==> src/rtl/typing_game_ctrl.sv <==
// Typing game sequencer: start countdown, elapsed-time clock, error tally and the
// state bus shared with the per-character checker.
//
// state | meaning
// IDLE  | waiting for Enter; session counters held at zero
// READY | 3..1 second countdown, keys ignored
// WORD  | typing, checker reports no outstanding error
// WRONG | typing, checker holds an uncorrected error
// DONE  | passage finished or time expired; results frozen until Enter
module typing_game_ctrl #(
    parameter int unsigned CLK_FREQ   = 100_000_000,
    parameter logic [10:0] TEXT_LEN   = 11'd64,
    parameter logic [9:0]  TIME_LIMIT = 10'd600,
    parameter logic [8:0]  KEY_ENTER  = 9'd90
) (
    input  logic         clk,
    input  logic         rst_n,
    input  logic [511:0] key_down,
    input  logic [8:0]   last_change,
    input  logic         been_ready,
    input  logic [10:0]  word_cnt,
    input  logic         correct_n,
    output logic [2:0]   state,
    output logic [1:0]   countdown,
    output logic [9:0]   sec_cnt,
    output logic [7:0]   err_cnt,
    output logic         done
);

    localparam int PW = ($clog2(CLK_FREQ) > 27) ? $clog2(CLK_FREQ) : 27;
    localparam logic [PW-1:0] PRESC_MAX = PW'(CLK_FREQ - 1);

    typedef enum logic [2:0] {
        S_IDLE  = 3'b000,
        S_READY = 3'b001,
        S_WORD  = 3'b010,
        S_WRONG = 3'b011,
        S_DONE  = 3'b100
    } state_t;

    state_t        state_q, state_d;
    logic [PW-1:0] presc_q, presc_d;
    logic [1:0]    cd_q, cd_d;
    logic [9:0]    sec_q, sec_d;
    logic [7:0]    err_q, err_d;
    logic          done_q, done_d;

    logic press, enter, tick, timeout, complete;

    assign press    = been_ready && key_down[last_change];
    assign enter    = press && (last_change == KEY_ENTER);
    assign tick     = (presc_q == PRESC_MAX);
    assign timeout  = tick && (sec_q == TIME_LIMIT - 10'd1);
    assign complete = (word_cnt >= TEXT_LEN);

    always_ff @(posedge clk or negedge rst_n) begin
        if (!rst_n) begin
            state_q <= S_IDLE;
            presc_q <= '0;
            cd_q    <= '0;
            sec_q   <= '0;
            err_q   <= '0;
            done_q  <= 1'b0;
        end else begin
            state_q <= state_d;
            presc_q <= presc_d;
            cd_q    <= cd_d;
            sec_q   <= sec_d;
            err_q   <= err_d;
            done_q  <= done_d;
        end
    end

    always_comb begin
        state_d = state_q;
        presc_d = presc_q;
        cd_d    = cd_q;
        sec_d   = sec_q;
        err_d   = err_q;
        case (state_q)
            S_IDLE: begin
                presc_d = '0;
                cd_d    = 2'd0;
                sec_d   = '0;
                err_d   = '0;
                if (enter) begin
                    state_d = S_READY;
                    cd_d    = 2'd3;
                end
            end
            S_READY: begin
                presc_d = tick ? '0 : presc_q + 1'b1;
                if (tick) begin
                    if (cd_q == 2'd1) begin
                        state_d = S_WORD;
                        cd_d    = 2'd0;
                        presc_d = '0;
                    end else begin
                        cd_d = cd_q - 2'd1;
                    end
                end
            end
            S_WORD, S_WRONG: begin
                presc_d = tick ? '0 : presc_q + 1'b1;
                if (tick && (sec_q < TIME_LIMIT))
                    sec_d = sec_q + 10'd1;
                // Text-length completion is only trusted in WORD; the checker freezes word_cnt in WRONG.
                if (state_q == S_WORD) begin
                    if (complete || timeout) begin
                        state_d = S_DONE;
                    end else if (correct_n) begin
                        state_d = S_WRONG;
                        if (err_q != 8'hFF)
                            err_d = err_q + 8'd1;
                    end
                end else begin
                    if (timeout)
                        state_d = S_DONE;
                    else if (!correct_n)
                        state_d = S_WORD;
                end
            end
            S_DONE: begin
                presc_d = '0;
                if (enter) begin
                    state_d = S_IDLE;
                    sec_d   = '0;
                    err_d   = '0;
                end
            end
            default: begin
                state_d = S_IDLE;
                presc_d = '0;
                cd_d    = 2'd0;
                sec_d   = '0;
                err_d   = '0;
            end
        endcase
        done_d = (state_d == S_DONE) && (state_q != S_DONE);
    end

    assign state     = state_q;
    assign countdown = cd_q;
    assign sec_cnt   = sec_q;
    assign err_cnt   = err_q;
    assign done      = done_q;

endmodule

==> config.mk <==
export PLATFORM = sky130hd
export DESIGN_NAME = typing_game_ctrl
export DESIGN_NICKNAME = d
export VERILOG_FILES = /design/src/rtl/typing_game_ctrl.sv
export SDC_FILE = /design/constraint.sdc
export NUM_CORES = 1
export LEC_CHECK = 0
export ABC_CLOCK_PERIOD_IN_PS = 1950
export CORE_AREA = 2 2 215 217
export CTS_CLUSTER_DIAMETER = 30
export DETAILED_ROUTE_END_ITERATION = 8
export DIE_AREA = 0 0 217 219
export DONT_BUFFER_PORTS = 1
export PLACE_DENSITY_LB_ADDON = 0.2
export SYNTH_ARGS = -nofsm -noshare
export SYNTH_HDL_FRONTEND = slang
export SYNTH_SLANG_ARGS = --single-unit
==> constraint.sdc <==
create_clock -name clk -period 1.95 [get_ports clk]
set_input_delay 0.0975 -clock clk [delete_from_list [all_inputs] [get_ports clk]]
set_output_delay 0.0975 -clock clk [all_outputs]
set_load 0.05 [all_outputs]
==> results.json, run 1 <==
{
  "status": "finished, violations left",
  "violations": "negative setup slack",
  "synth_edf_count": 0,
  "fmax_ghz": 0.4651,
  "reg2reg_from": "sec_cnt[1]",
  "grt_use_met1": 0.06590,
  "cpMostUsedCell": "or4_4",
  "fp-row-count": 78,
  "p_int_mw": 1.694,
  "h-tree-depth": 2,
  "synthArstFlopShare": 1.000,
  "crit_required_ps": 2140,
  "finalWorstPathRequiredPeriod_ps": 2150,
  "num_vias": 3015,
  "die_width_um": 217,
  "slew_viol_final": 0,
  "drtIter0Drc": 80,
  "numPlacedInstances": 1025,
  "place_area_mm2": 0.004532,
  "endpoint_kind": "flop",
  "finalHoldViolCount": 0,
  "netlist_area_mm2": 0.003194,
  "path_max_fanout": 3,
  "hpwl_um": 9524,
  "pwr-share-comb": 0.125,
  "post-synth-top-area-fraction": 0.3995,
  "die_y_um": 219,
  "ant_nets": 0,
  "drive_gt1_frac": 0.3439,
  "use_met3": 0.01428,
  "viasPerCell": 2.893,
  "cts_buffer_depth": 2,
  "cts_tree": "done",
  "min_path_type": "input port to flop",
  "min-delay-start": "correct_n",
  "fin_ws_ps": -199.9,
  "syn_nets": 901,
  "tightestPinTransition_ps": 710.9,
  "clkSinkCount": 51,
  "io_buffers": 0,
  "area_delta_synth_final_pct": 60.95,
  "holdWs_ps": 56.48,
  "initial_core_util": 0.07085,
  "clk_latency_ps": 310,
  "grt_pass1_wl_um": 18730,
  "slowest_stage": "or4_4",
  "startpoint_type": "flop",
  "sequentialPowerShare": 0.458,
  "p_switching_uw": 662.3,
  "p_leak_nw": 1.906,
  "ys.flop_type": "dfrtp_1",
  "r2r_end": "err_cnt[5]",
  "vdd_ir_drop_max_mv": 0.2841,
  "pwr-share-clk": 0.417,
  "worst_r2r_path_depth": 7,
  "dieArea_mm2": 0.04752,
  "ios": 560,
  "place.gp.congestion": 0.6696,
  "sw_frac_of_total": 0.2811,
  "drv_cap": 0,
  "synth_most_common_cell": "dfrtp_1",
  "path_class": "flop to flop",
  "dp_worst_setup_slack_ps": -273.1,
  "fillers": 5208,
  "path_cells": "ha_4 > nand4b_1 > or4_4 > or4_4 > nand3_4 > nor4b_1 > or3b_1",
  "busiest_layer": "met2",
  "syn_avg_cell_area_um2": 8.849,
  "antenna_found_initial": 1,
  "n_antenna_cell": 0,
  "dr.pass1.iters": 4,
  "max_stage_delay_ps": 450,
  "drc": 0,
  "finalCritPeriodShare": 1.103,
  "finalSetupViolations": 13,
  "met2_usage": 0.08690,
  "grt_max_degree": 52,
  "clk_pin_slew_ps": 80,
  "routed_wl_um": 12600,
  "fin_cells": 1042,
  "skew_ps": 10.83,
  "core_mm2": 0.04509,
  "fin_area_mm2": 0.005141,
  "cts-root-buf": "clkbuf_16",
  "critical_path_arrival_ps": 2340,
  "synthDistinctLibCells": 52,
  "wl_per_cell_um": 12.09,
  "yosysWarnings": 0,
  "grt_pass1_vias": 3140,
  "cts_made_buffers": 5,
  "slew_headroom": 0.5243,
  "yosys.area.top_type": "dfrtp_1",
  "pwr_density_cell_mw_per_mm2": 458.2,
  "grt_use_total": 0.05170,
  "hold_end": "state[0]",
  "overflow": 0,
  "synth-seq-cells": 51,
  "synth_area_leaders": "dfrtp_1 40%, mux2i_1 7.5%, nand3_1 5.5%, nand2_1 4.8%, nor2_1 4.3%",
  "synth-seq-area-share": 0.3995,
  "r2r_slack_ps": -200,
  "nNetsFinal": 981,
  "setup-tns-final_ps": -1021,
  "synthCells": 361,
  "rsz0062_at_grt": "true",
  "holdPathStages": 2,
  "synthTopCellsByCount": "51 x dfrtp_1, 41 x nand2_1, 37 x nor2_1"
}
==> critical path: cells and delay by family, from the launching register on <==
family                     cells  cell delay [ps]
and+or+nand+nor                6             1510
adders and majority gates      1              150
DFF                            1              390
==> logic make-up (layout without fill, tap and decap cells) <==
family          Yosys count  count (layout)  synth area share
flops                    51              51            0.3995
compound gates           59              59            0.1250
simple gates            179             179            0.2938
fa+ha+maj                 4               4           0.01567
mux                      24              24           0.07521
buf+inv                  22             103           0.03055
xor+xnor                 22              22           0.06032
==> worst max-delay path by stage <==
stage / to / slack (ps) / from
after floorplan: err_cnt[5] / -370 / sec_cnt[0]
after global placement: state[2] / -270 / sec_cnt[3]
after detailed placement: state[2] / -270 / sec_cnt[3]
after CTS: err_cnt[5] / -180 / sec_cnt[1]
final: err_cnt[5] / -200 / sec_cnt[1]
after global routing: err_cnt[7] / -280 / err_cnt[0]
==> sequential cells by signal (all words and copies together), names as in the netlist <==
name	count
presc_q	27
sec_cnt	10
err_cnt	8
state	3
countdown	2
done	1
==> layout make-up <==
type	instances	area [um2]	share of cell area
clock buffer	6	138.9	0.02701
inverter	7	26.28	0.005111
multi-input combinational	288	2125	0.4132
clock inverter	2	16.27	0.003164
sequential	51	1286	0.2502
timing repair buffer	88	798.3	0.1553
tap	600	750.7	0.1460
==> placed cells by master, fill, tap and decap left out, drive strengths merged, types with 3 or more instances in the layout <==
| cell | instances |
|---|---|
| buf | 85 |
| dfrtp | 51 |
| nand2 | 41 |
| nor2 | 37 |
| nand3 | 36 |
| mux2i | 24 |
| a21oi | 17 |
| xor2 | 14 |
| and3 | 11 |
| xnor2 | 8 |
| clkbuf | 8 |
| nor3 | 8 |
| inv | 7 |
| a22oi | 7 |
| nand4 | 7 |
| or3 | 6 |
| o21ai | 6 |
| a31oi | 6 |
| or4 | 6 |
| nor2b | 5 |
| o211ai | 5 |
| nand2b | 4 |
| and4 | 4 |
| and2 | 4 |
| ha | 4 |
| o311ai | 3 |
==> stage by stage <==
stage / util / power (mW)
after global placement: 0.1005 / 1.346
final: 0.1140 / 2.356
after global routing: 0.1140 / 2.480
after floorplan: - / 1.270
after CTS: 0.1076 / 2.399
after detailed placement: 0.1005 / 1.343
==> what timing repair did <==
action | 4_1_cts | 5_1_grt
pin swaps | 11 | 18
cloned | 0 | 3
resized for setup | 25 | 44
endpoints found under the hold margin | 51 | 0
hold buffers | 2 | 0
setup buffers | 4 | 2
endpoints found under the setup margin | 23 | 49
==> metal layers <==
metal	wire length [um]	part of all wire
met5	0	0
met4	129	0.010
met3	459	0.036
met2	6270	0.50
met1	5737	0.46
==> power groups by stage <==
stage,Sequential [mW],Clock [mW],Combinational (mW)
2_1_floorplan,1.14,0,0.128
3_3_place_gp,1.10,0,0.246
6_report,1.08,0.982,0.295
4_1_cts,1.08,1.04,0.284
3_5_place_dp,1.10,0,0.243
5_1_grt,1.08,1.07,0.325
(Power assumes the default switching activity.)
==> run 2, diff against run 1 <==
ABC_CLOCK_PERIOD_IN_PS = not set   (was 1950)
SETUP_SLACK_MARGIN = 0.4   (was not set)
==> run 2 against run 1 <==
  * Core utilization up 0.37 points
  * Flip-flop and latch count is the same
  * The flow still finishes with violations (negative setup slack)
  * Critical path type unchanged
  * Global-route usage rose by 0.55 points
  * First-iteration DRC count grew 120%
  * Largest cell class unchanged
  * Clock-buffer cell count shrank 1
  * Highest routed layer unchanged
  * Via count rose by 4.1%
==> results.json, run 2 (same netlist as run 1, synthesis figures left out) <==
{
  "tightestPinTransition_ps": 607.8,
  "grt_pass1_vias": 3208,
  "clk_pin_slew_ps": 80,
  "grt_max_degree": 52,
  "finalWorstPathRequiredPeriod_ps": 2156,
  "num_vias": 3139,
  "drive_gt1_frac": 0.4017,
  "fillers": 5191,
  "routed_wl_um": 13560,
  "finalCritPeriodShare": 1.106,
  "largest_register_ffs": 27,
  "slew_headroom": 0.5951,
  "path_max_fanout": 2,
  "r2r_slack_ps": -210,
  "reg2reg_from": "sec_cnt[1]",
  "p_leak_nw": 1.986,
  "rsz0062_at_grt": "true",
  "ant_nets": 0,
  "cp_num_cells": 7,
  "path_cells": "ha_4 > nand4b_1 > or4_4 > or4_4 > nand3_4 > nor4b_1 > or3b_1",
  "setup-tns-final_ps": -1651,
  "holdWs_ps": 94.71,
  "dp_worst_setup_slack_ps": -264.5,
  "r2r_end": "err_cnt[5]",
  "crit_required_ps": 2130,
  "ios": 560,
  "critical_path_arrival_ps": 2340,
  "multiInputGateArea_mm2": 0.002186,
  "vdd_ir_drop_max_mv": 0.2848,
  "drc": 0,
  "grt_use_total": 0.05724,
  "violations": "negative setup slack",
  "nNetsFinal": 997,
  "cpLargestDelayFamily": "simple AND/OR/NAND/NOR gates",
  "wl_per_cell_um": 12.81,
  "path_class": "flop to flop",
  "cpMostUsedCell": "or4_4",
  "hpwl_um": 10110,
  "die_width_um": 217,
  "viasPerCell": 2.964,
  "clkSinkCount": 51,
  "finalHoldViolCount": 0,
  "core_mm2": 0.04509,
  "cp-startpoint": "sec_cnt[1]",
  "pwr_density_cell_mw_per_mm2": 482.8,
  "min_path_type": "input port to flop",
  "max_stage_delay_ps": 450,
  "cts_tree": "done",
  "die_y_um": 219,
  "slowest_stage": "or4_4",
  "grt_pass1_wl_um": 20550,
  "drv_cap": 0,
  "cts_buffer_depth": 2,
  "fin_ws_ps": -206.5,
  "path_buf_inv": 0,
  "final_common_cell": "buf_4",
  "worst_r2r_path_depth": 7,
  "crit_end": "err_cnt[5]",
  "cts-root-buf": "clkbuf_16",
  "regMostFlops": "presc_q",
  "overflow": 0,
  "slew_viol_final": 0,
  "antenna_found_initial": 1,
  "dieArea_mm2": 0.04752,
  "place.gp.congestion": 0.6878,
  "fin_util": 0.1177,
  "clk_latency_ps": 300,
  "cts_made_buffers": 5,
  "dr.pass1.iters": 4,
  "area_delta_synth_final_pct": 66.16,
  "seqCellArea_mm2": 0.001290,
  "fp-row-count": 78,
  "final_cell_mix": "86 x buf_4, 40 x dfrtp_1, 39 x nand2_1",
  "fmax_ghz": 0.4637,
  "h-tree-depth": 2,
  "drtIter0Drc": 179,
  "io_buffers": 0,
  "startpoint_type": "flop",
  "endpoint_kind": "flop",
  "status": "finished, violations left",
  "initial_core_util": 0.07085,
  "skew_ps": 5.357,
  "finalSetupViolations": 19
}
-- run 2: cell count changes in the layout (fill, tap and decap cells not counted), moves of 4 or more --
cell,change
nor2_2,+14
a31oi_1,+5
buf_4,+13
a31oi_4,-4
nor2_1,-17
-- run 2: how the worst min path moves through the flow --
stage	start	to	slack (ps)	depth (start not counted)
final	correct_n	state[0]	90	2
after global routing	correct_n	state[0]	120	2
after CTS	correct_n	state[0]	90	2
after detailed placement	rst_n	sec_cnt[8]	-190	0
after global placement	rst_n	sec_cnt[8]	-190	0
after floorplan	rst_n	countdown[0]	-200	0
-- run 2: cell type report --
cell class | instances | area share
Antenna cell | 1 | 0.0004715
Clock buffer | 5 | 0.02357
Sequential cell | 51 | 0.2430
Multi-Input combinational cell | 291 | 0.4118
Inverter | 7 | 0.004950
Timing Repair Buffer | 101 | 0.1620
Tap cell | 600 | 0.1414
Clock inverter | 3 | 0.01273
-- run 2: report_power, final --
group | internal (mW) | switching, mW | total [mW]
registers | 1.07 | 0.00789 | 1.08
clock network | 0.737 | 0.462 | 1.20
logic | 0.105 | 0.182 | 0.288
-- run 2: per-stage QoR --
step | total power [mW] | area [um2] | cells
2_1_floorplan | 1.272 | 3294 | 361
3_3_place_gp | 1.356 | 4601 | 1031
3_5_place_dp | 1.349 | 4601 | 1031
4_1_cts | 2.618 | 5140 | 1052
5_1_grt | 2.686 | 5308 | 1059
6_report | 2.563 | 5308 | 1059
-- run 2: timing repair --
action | 4_1_cts | 5_1_grt
pin swaps | 25 | 11
hold endpoints to repair | 51 | 0
setup buffers | 8 | 6
endpoints found under the setup margin | 50 | 51
gates cloned | 3 | 0
hold buffers | 2 | 0
resized for setup | 49 | 33
-- run 2: per-layer routing --
metal / track usage / vias up / share of wire / routed length (um)
met1: 0.07328 / 1567 / 0.46 / 6207
met4: 0.01667 / 0 / 0.0080 / 109
met3: 0.02051 / 8 / 0.059 / 806
met2: 0.08999 / 46 / 0.47 / 6441
li1: - / 1518 / - / -
met5: 0 / - / 0 / 0
